==> src/rtl/star_pkg.sv <==
// Shared constants for the grill/star motor-command interface.
// Used by the plant model and by the star hiding controller.
//   - Position sensor codes (2 bits per axis)
//   - Bit positions inside the 4-bit motor command word
//   - Per-axis status enum
package star_pkg;

    localparam logic [1:0] POS_LOW  = 2'b00;
    localparam logic [1:0] POS_HIGH = 2'b01;
    localparam logic [1:0] POS_MID  = 2'b10;

    localparam int CMD_OPEN  = 3;
    localparam int CMD_CLOSE = 2;
    localparam int CMD_HIDE  = 1;
    localparam int CMD_RAISE = 0;

    typedef enum logic [2:0] {
        AT_LOW,
        MOVING_UP,
        MOVING_DOWN,
        STOPPED_MID,
        AT_HIGH
    } axis_status_e;

endpackage

==> src/rtl/plant_axis.sv <==
// One actuator axis: a saturating travel counter with position decode.
// Ports:
//   i_clk, i_rst_n : clock, async active-low reset (count reloads INIT)
//   inc, dec       : requested direction; both set means no motion
//   enable         : interlock permit from the top level
//   count          : registered travel count, 0..TRAVEL
//   pos            : POS_LOW at 0, POS_HIGH at TRAVEL, POS_MID between
//   moved          : registered, 1 iff count changed on the last edge
//   status         : axis status FSM state
module plant_axis
    import star_pkg::*;
#(
    parameter int TRAVEL = 16,
    parameter int INIT   = 0,
    localparam int CW    = $clog2(TRAVEL + 1)
) (
    input  logic          i_clk,
    input  logic          i_rst_n,
    input  logic          inc,
    input  logic          dec,
    input  logic          enable,
    output logic [CW-1:0] count,
    output logic [1:0]    pos,
    output logic          moved,
    output axis_status_e  status
);

    localparam logic [CW-1:0] MAX      = CW'(TRAVEL);
    localparam logic [CW-1:0] INIT_CNT = CW'(INIT);
    localparam axis_status_e  RST_STATUS = (INIT == 0)      ? AT_LOW  :
                                           (INIT == TRAVEL) ? AT_HIGH : STOPPED_MID;

    logic          step_up;
    logic          step_dn;
    logic [CW-1:0] count_nxt;
    axis_status_e  status_nxt;

    // Steps are gated at the ends so the count saturates instead of wrapping.
    assign step_up = enable & inc & ~dec & (count != MAX);
    assign step_dn = enable & dec & ~inc & (count != '0);

    always_comb begin
        count_nxt = count;
        if (step_up)      count_nxt = count + 1'b1;
        else if (step_dn) count_nxt = count - 1'b1;
    end

    always_ff @(posedge i_clk or negedge i_rst_n) begin
        if (!i_rst_n) begin
            count <= INIT_CNT;
            moved <= 1'b0;
        end else begin
            count <= count_nxt;
            moved <= step_up | step_dn;
        end
    end

    always_comb begin
        pos = POS_MID;
        if (count == '0)       pos = POS_LOW;
        else if (count == MAX) pos = POS_HIGH;
    end

    // Status tracks the count after the edge and the direction just applied;
    // no motion between the ends means the axis was stopped mid-travel.
    always_ff @(posedge i_clk or negedge i_rst_n) begin
        if (!i_rst_n) status <= RST_STATUS;
        else          status <= status_nxt;
    end

    always_comb begin
        status_nxt = status;
        if (step_up)
            status_nxt = (count_nxt == MAX) ? AT_HIGH : MOVING_UP;
        else if (step_dn)
            status_nxt = (count_nxt == '0) ? AT_LOW : MOVING_DOWN;
        else if (count == '0)
            status_nxt = AT_LOW;
        else if (count == MAX)
            status_nxt = AT_HIGH;
        else
            status_nxt = STOPPED_MID;
    end

endmodule

==> src/rtl/grill_star_plant.sv <==
// Grill and star mechanism plant: device side of the motor-command interface.
// Holds the interlocks between the two axes and the sticky fault flag.
// Ports:
//   i_clk, i_rst_n : clock, async active-low reset
//   i_cmd          : [3] open grill, [2] close grill, [1] hide star, [0] raise star
//   i_fault_clr    : synchronous clear of o_fault (a new fault on the same edge wins)
//   o_grill_pos    : 00 closed, 01 open, 10 intermediate
//   o_star_pos     : 00 up, 01 hidden, 10 intermediate
//   o_busy         : 1 iff either axis count changed on the last edge
//   o_fault        : sticky illegal-command flag
module grill_star_plant
    import star_pkg::*;
#(
    parameter int GRILL_TRAVEL = 16,
    parameter int STAR_TRAVEL  = 8,
    parameter int INIT_GRILL   = 0,
    parameter int INIT_STAR    = 0
) (
    input  logic       i_clk,
    input  logic       i_rst_n,
    input  logic [3:0] i_cmd,
    input  logic       i_fault_clr,
    output logic [1:0] o_grill_pos,
    output logic [1:0] o_star_pos,
    output logic       o_busy,
    output logic       o_fault
);

    localparam int GW = $clog2(GRILL_TRAVEL + 1);
    localparam int SW = $clog2(STAR_TRAVEL + 1);

    logic [GW-1:0] grill_cnt;
    logic [SW-1:0] star_cnt;
    logic          grill_moved;
    logic          star_moved;
    axis_status_e  grill_status;
    axis_status_e  star_status;

    logic star_at_end;
    logic grill_open;
    logic grill_req;
    logic star_req;
    logic fault_set;

    // Interlocks look at pre-edge counts only, so one edge can never start
    // both axes out of an illegal configuration.
    assign star_at_end = (star_cnt == '0) || (star_cnt == SW'(STAR_TRAVEL));
    assign grill_open  = (grill_cnt == GW'(GRILL_TRAVEL));

    assign grill_req = i_cmd[CMD_OPEN] | i_cmd[CMD_CLOSE];
    assign star_req  = i_cmd[CMD_HIDE] | i_cmd[CMD_RAISE];

    assign fault_set = (i_cmd[CMD_OPEN] & i_cmd[CMD_CLOSE])
                     | (i_cmd[CMD_HIDE] & i_cmd[CMD_RAISE])
                     | (star_req  & ~grill_open)
                     | (grill_req & ~star_at_end);

    plant_axis #(.TRAVEL(GRILL_TRAVEL), .INIT(INIT_GRILL)) u_grill (
        .i_clk   (i_clk),
        .i_rst_n (i_rst_n),
        .inc     (i_cmd[CMD_OPEN]),
        .dec     (i_cmd[CMD_CLOSE]),
        .enable  (star_at_end),
        .count   (grill_cnt),
        .pos     (o_grill_pos),
        .moved   (grill_moved),
        .status  (grill_status)
    );

    plant_axis #(.TRAVEL(STAR_TRAVEL), .INIT(INIT_STAR)) u_star (
        .i_clk   (i_clk),
        .i_rst_n (i_rst_n),
        .inc     (i_cmd[CMD_HIDE]),
        .dec     (i_cmd[CMD_RAISE]),
        .enable  (grill_open),
        .count   (star_cnt),
        .pos     (o_star_pos),
        .moved   (star_moved),
        .status  (star_status)
    );

    assign o_busy = grill_moved | star_moved;

    always_ff @(posedge i_clk or negedge i_rst_n) begin
        if (!i_rst_n)         o_fault <= 1'b0;
        else if (fault_set)   o_fault <= 1'b1;
        else if (i_fault_clr) o_fault <= 1'b0;
    end

endmodule

==> config.mk <==
export PLATFORM = sky130hd
export DESIGN_NAME = grill_star_plant
export DESIGN_NICKNAME = d
export VERILOG_FILES = /design/src/rtl/star_pkg.sv /design/src/rtl/plant_axis.sv /design/src/rtl/grill_star_plant.sv
export SDC_FILE = /design/constraint.sdc
export NUM_CORES = 1
export LEC_CHECK = 0
export CORE_ASPECT_RATIO = 1.1
export CORE_MARGIN = 2
export CORE_UTILIZATION = 56
export DETAILED_ROUTE_END_ITERATION = 10
export PLACE_DENSITY = 0.79
export SYNTH_ARGS = -nofsm -noshare
export SYNTH_HDL_FRONTEND = slang
export SYNTH_HIERARCHICAL = 1
export SYNTH_SLANG_ARGS = --single-unit
==> constraint.sdc <==
create_clock -name i_clk -period 2.65 [get_ports i_clk]
set_input_delay 0.53 -clock i_clk [delete_from_list [all_inputs] [get_ports i_clk]]
set_output_delay 0.53 -clock i_clk [all_outputs]
set_load 0.05 [all_outputs]
==> summary.txt <==
Pwr
  – Cell Pwr Density: around 320 nW/um2
  – Sw Pwr: between 70 and 80 uW
  – VDD IR max: 0.252 mV
  – Clock group share of total power: 0.420
  – Static Leak: 0.000511 uW
  – Pint: roughly 280 uW
  – Seq pwr share: 0.523
  – Total power: between 300 and 400 uW
  – Switching part of the total: 0.208
  – Combinational power share: 0.056

Route
  – Routed len/inst: between 10 and 15 um
  – Via count: just over 800
  – Final ANT Viol Nets: 0
  – Vias/cell: 6.17
  – Drt pass-1 iters: 4
  – Met3 WL: 45 um
  – DRT iter0 DRCs: 15
  – DRC: 0
  – Uppermost routed layer: met4
  – WL met1: ~820 um
  – Final WL: around 1900 um
  – Routed wl met2: ~950 um

Global routing
  – Largest net degree at the start of global routing: 13
  – First-pass GRT wire length: ~3200 um
  – Vias in the first global route: 758
  – Total Routing Usage GR: 0.220
  – Initial antenna violation count: 0
  – Grt total ovfl: 0

Timing
  – Max Freq: 396 MHz
  – Fin. max-slew vios: 0
  – Fin crit period: around 2.5 ns
  – Tcrit/Tclk final: 0.952
  – Worst Tran Pin Value: 0.534 ns
  – Worst slew margin: 0.643
  – Final Hold Fails: 0
  – Clock Skew: between 0.007 and 0.008 ns
  – Final setup TNS: 0 ns
  – RSZ-0062 raised after global routing: false
  – Setup violators final: 0

Run
  – MaxCap Viol Count: 0

Worst setup path
  – WP data arrival: 1.99 ns
  – Type of origin of the critical path: flip-flop
  – RR Startpoint: u_star/count[1]
  – CP max FO: 5
  – Crit path to: o_star_pos[1]
  – FF-to-FF path depth: 6
  – Crit Path Category: reg2out
  – Crit path from: u_star/count[0]
  – R2R Setup Slk: just over 0.7 ns
  – Crit path capture type: output pin
  – Reg2reg end: u_grill/count[3]
  – CP required: between 2 and 2.5 ns

Finish
  – Fillers: ~130
  – Leading cell types in the layout, fill and taps excluded: inv_1, dfrtp_1, clkdlybuf4s50_1
  – Final Instance Count excl. Fillers: ~130
  – Ant. Diodes: 0
  – Reg area: about 300 um2
  – Commonest non-fill, non-tap cell in the layout: inv_1
  – Layout cells sized above 1: 0.181
  – Multi-input logic area: between 500 and 600 um2
  – Nets: 128
  – Area delta synth->final: 17.9%
  – Core Util, Final: 0.699

Floorplanning
  – Die ar.: roughly 2000 um2
  – IO Count: 13
  – Rows: 15
  – Core ar.: ~1600 um2
  – Die width: roughly 43 um
  – Chip Height: 46.6 um
  – Initial core utilization: 0.593

Min path
  – Hold Path Class: reg2reg

Clocking
  – CTS root buf: clkbuf_4
  – TritonCTS clock tree: yes
  – CTS max path bufs: 2
  – Clk Latency, worst-skew pair: ~0.28 ns
  – Reg clk slew, reported paths: around 0.080 ns
  – Clk sinks: 12
  – Num CTS Buffers: 3
  – Post-CTS setup buffers: 0
  – Cts-stage hold buffer count: 0
  – H-tree depth: 1

Status
  – Status: finished, final reports clean

Synth
  – Cells after Synth: about 100
  – Post-Synthesis Mean Instance Area: about 9.1 um2
  – Syn Std Cell Area: 923 um2
  – Syn. warnings: 6
  – Syn nets: ~110

Placed design
  – Placed insts: 129
  – HPWL after detailed placement: 1440 um
  – Gpl congestion: about 0.93
  – Port bufs: 12
[how the worst min path moves through the flow]
stage                        from      end  slack [ns]  cells after the start
after floorplan           i_rst_n  o_fault        0.23                      0
after global routing      o_fault  o_fault        0.60                      2
final                     o_fault  o_fault        0.55                      2
after global placement    o_fault  o_fault        0.51                      2
after CTS                 o_fault  o_fault        0.56                      2
after detailed placement  o_fault  o_fault        0.54                      2
[flip-flops by register name (all words and copies together), names as in the netlist]
signal and cells:
o_fault 1, u_star/count 4, u_star/moved 1, u_grill/moved 1, u_grill/count 5
[critical path: stages (launching register included)]
cell	delay, ns
dfrtp_1	0.44
inv_1	0.10
ha_1	0.27
nand2b_4	0.11
clkdlybuf4s50_1	0.81
[what timing repair did]
| item | in CTS | in global routing |
|---|---|---|
| endpoints found under the setup margin | 1 | 1 |
| cloned | 0 | 0 |
| resized for setup | 1 | 1 |
[power groups by stage]
| stage | Sequential, uW | Clock, uW | Combinational (uW) |
|---|---|---|---|
| final | 183 | 147 | 19.8 |
| after global placement | 187 | 0 | 19.8 |
| after detailed placement | 187 | 0 | 20.2 |
| after floorplan | 188 | 0 | 3.95 |
| after CTS | 183 | 151 | 20.1 |
| after global routing | 183 | 156 | 22.5 |
[metal layers]
metal	GRT usage	up-vias
met1	0.246	403
met2	0.403	16
met5	0	-
li1	-	396
met3	0.0392	6
met4	0.113	0
[per-stage QoR]
| stage | hold WS [ns] | worst slack, ns | cell area, um2 |
|---|---|---|---|
| 6_report | 0.554 | 0.128 | 1090 |
| 4_1_cts | 0.563 | 0.0365 | 1090 |
| 2_1_floorplan | 0.234 | 0.565 | 923 |
| 5_1_grt | 0.600 | 0.0473 | 1090 |
| 3_3_place_gp | 0.510 | 0.363 | 1050 |
| 3_5_place_dp | 0.537 | 0.303 | 1050 |
[area by class of cell]
type	count	area share
sequential	12	0.276
multi-input combinational	73	0.507
clock buffer	4	0.0333
tap	17	0.0195
timing repair buffer	13	0.116
inverter	14	0.0483
(Power assumes the default switching activity.)
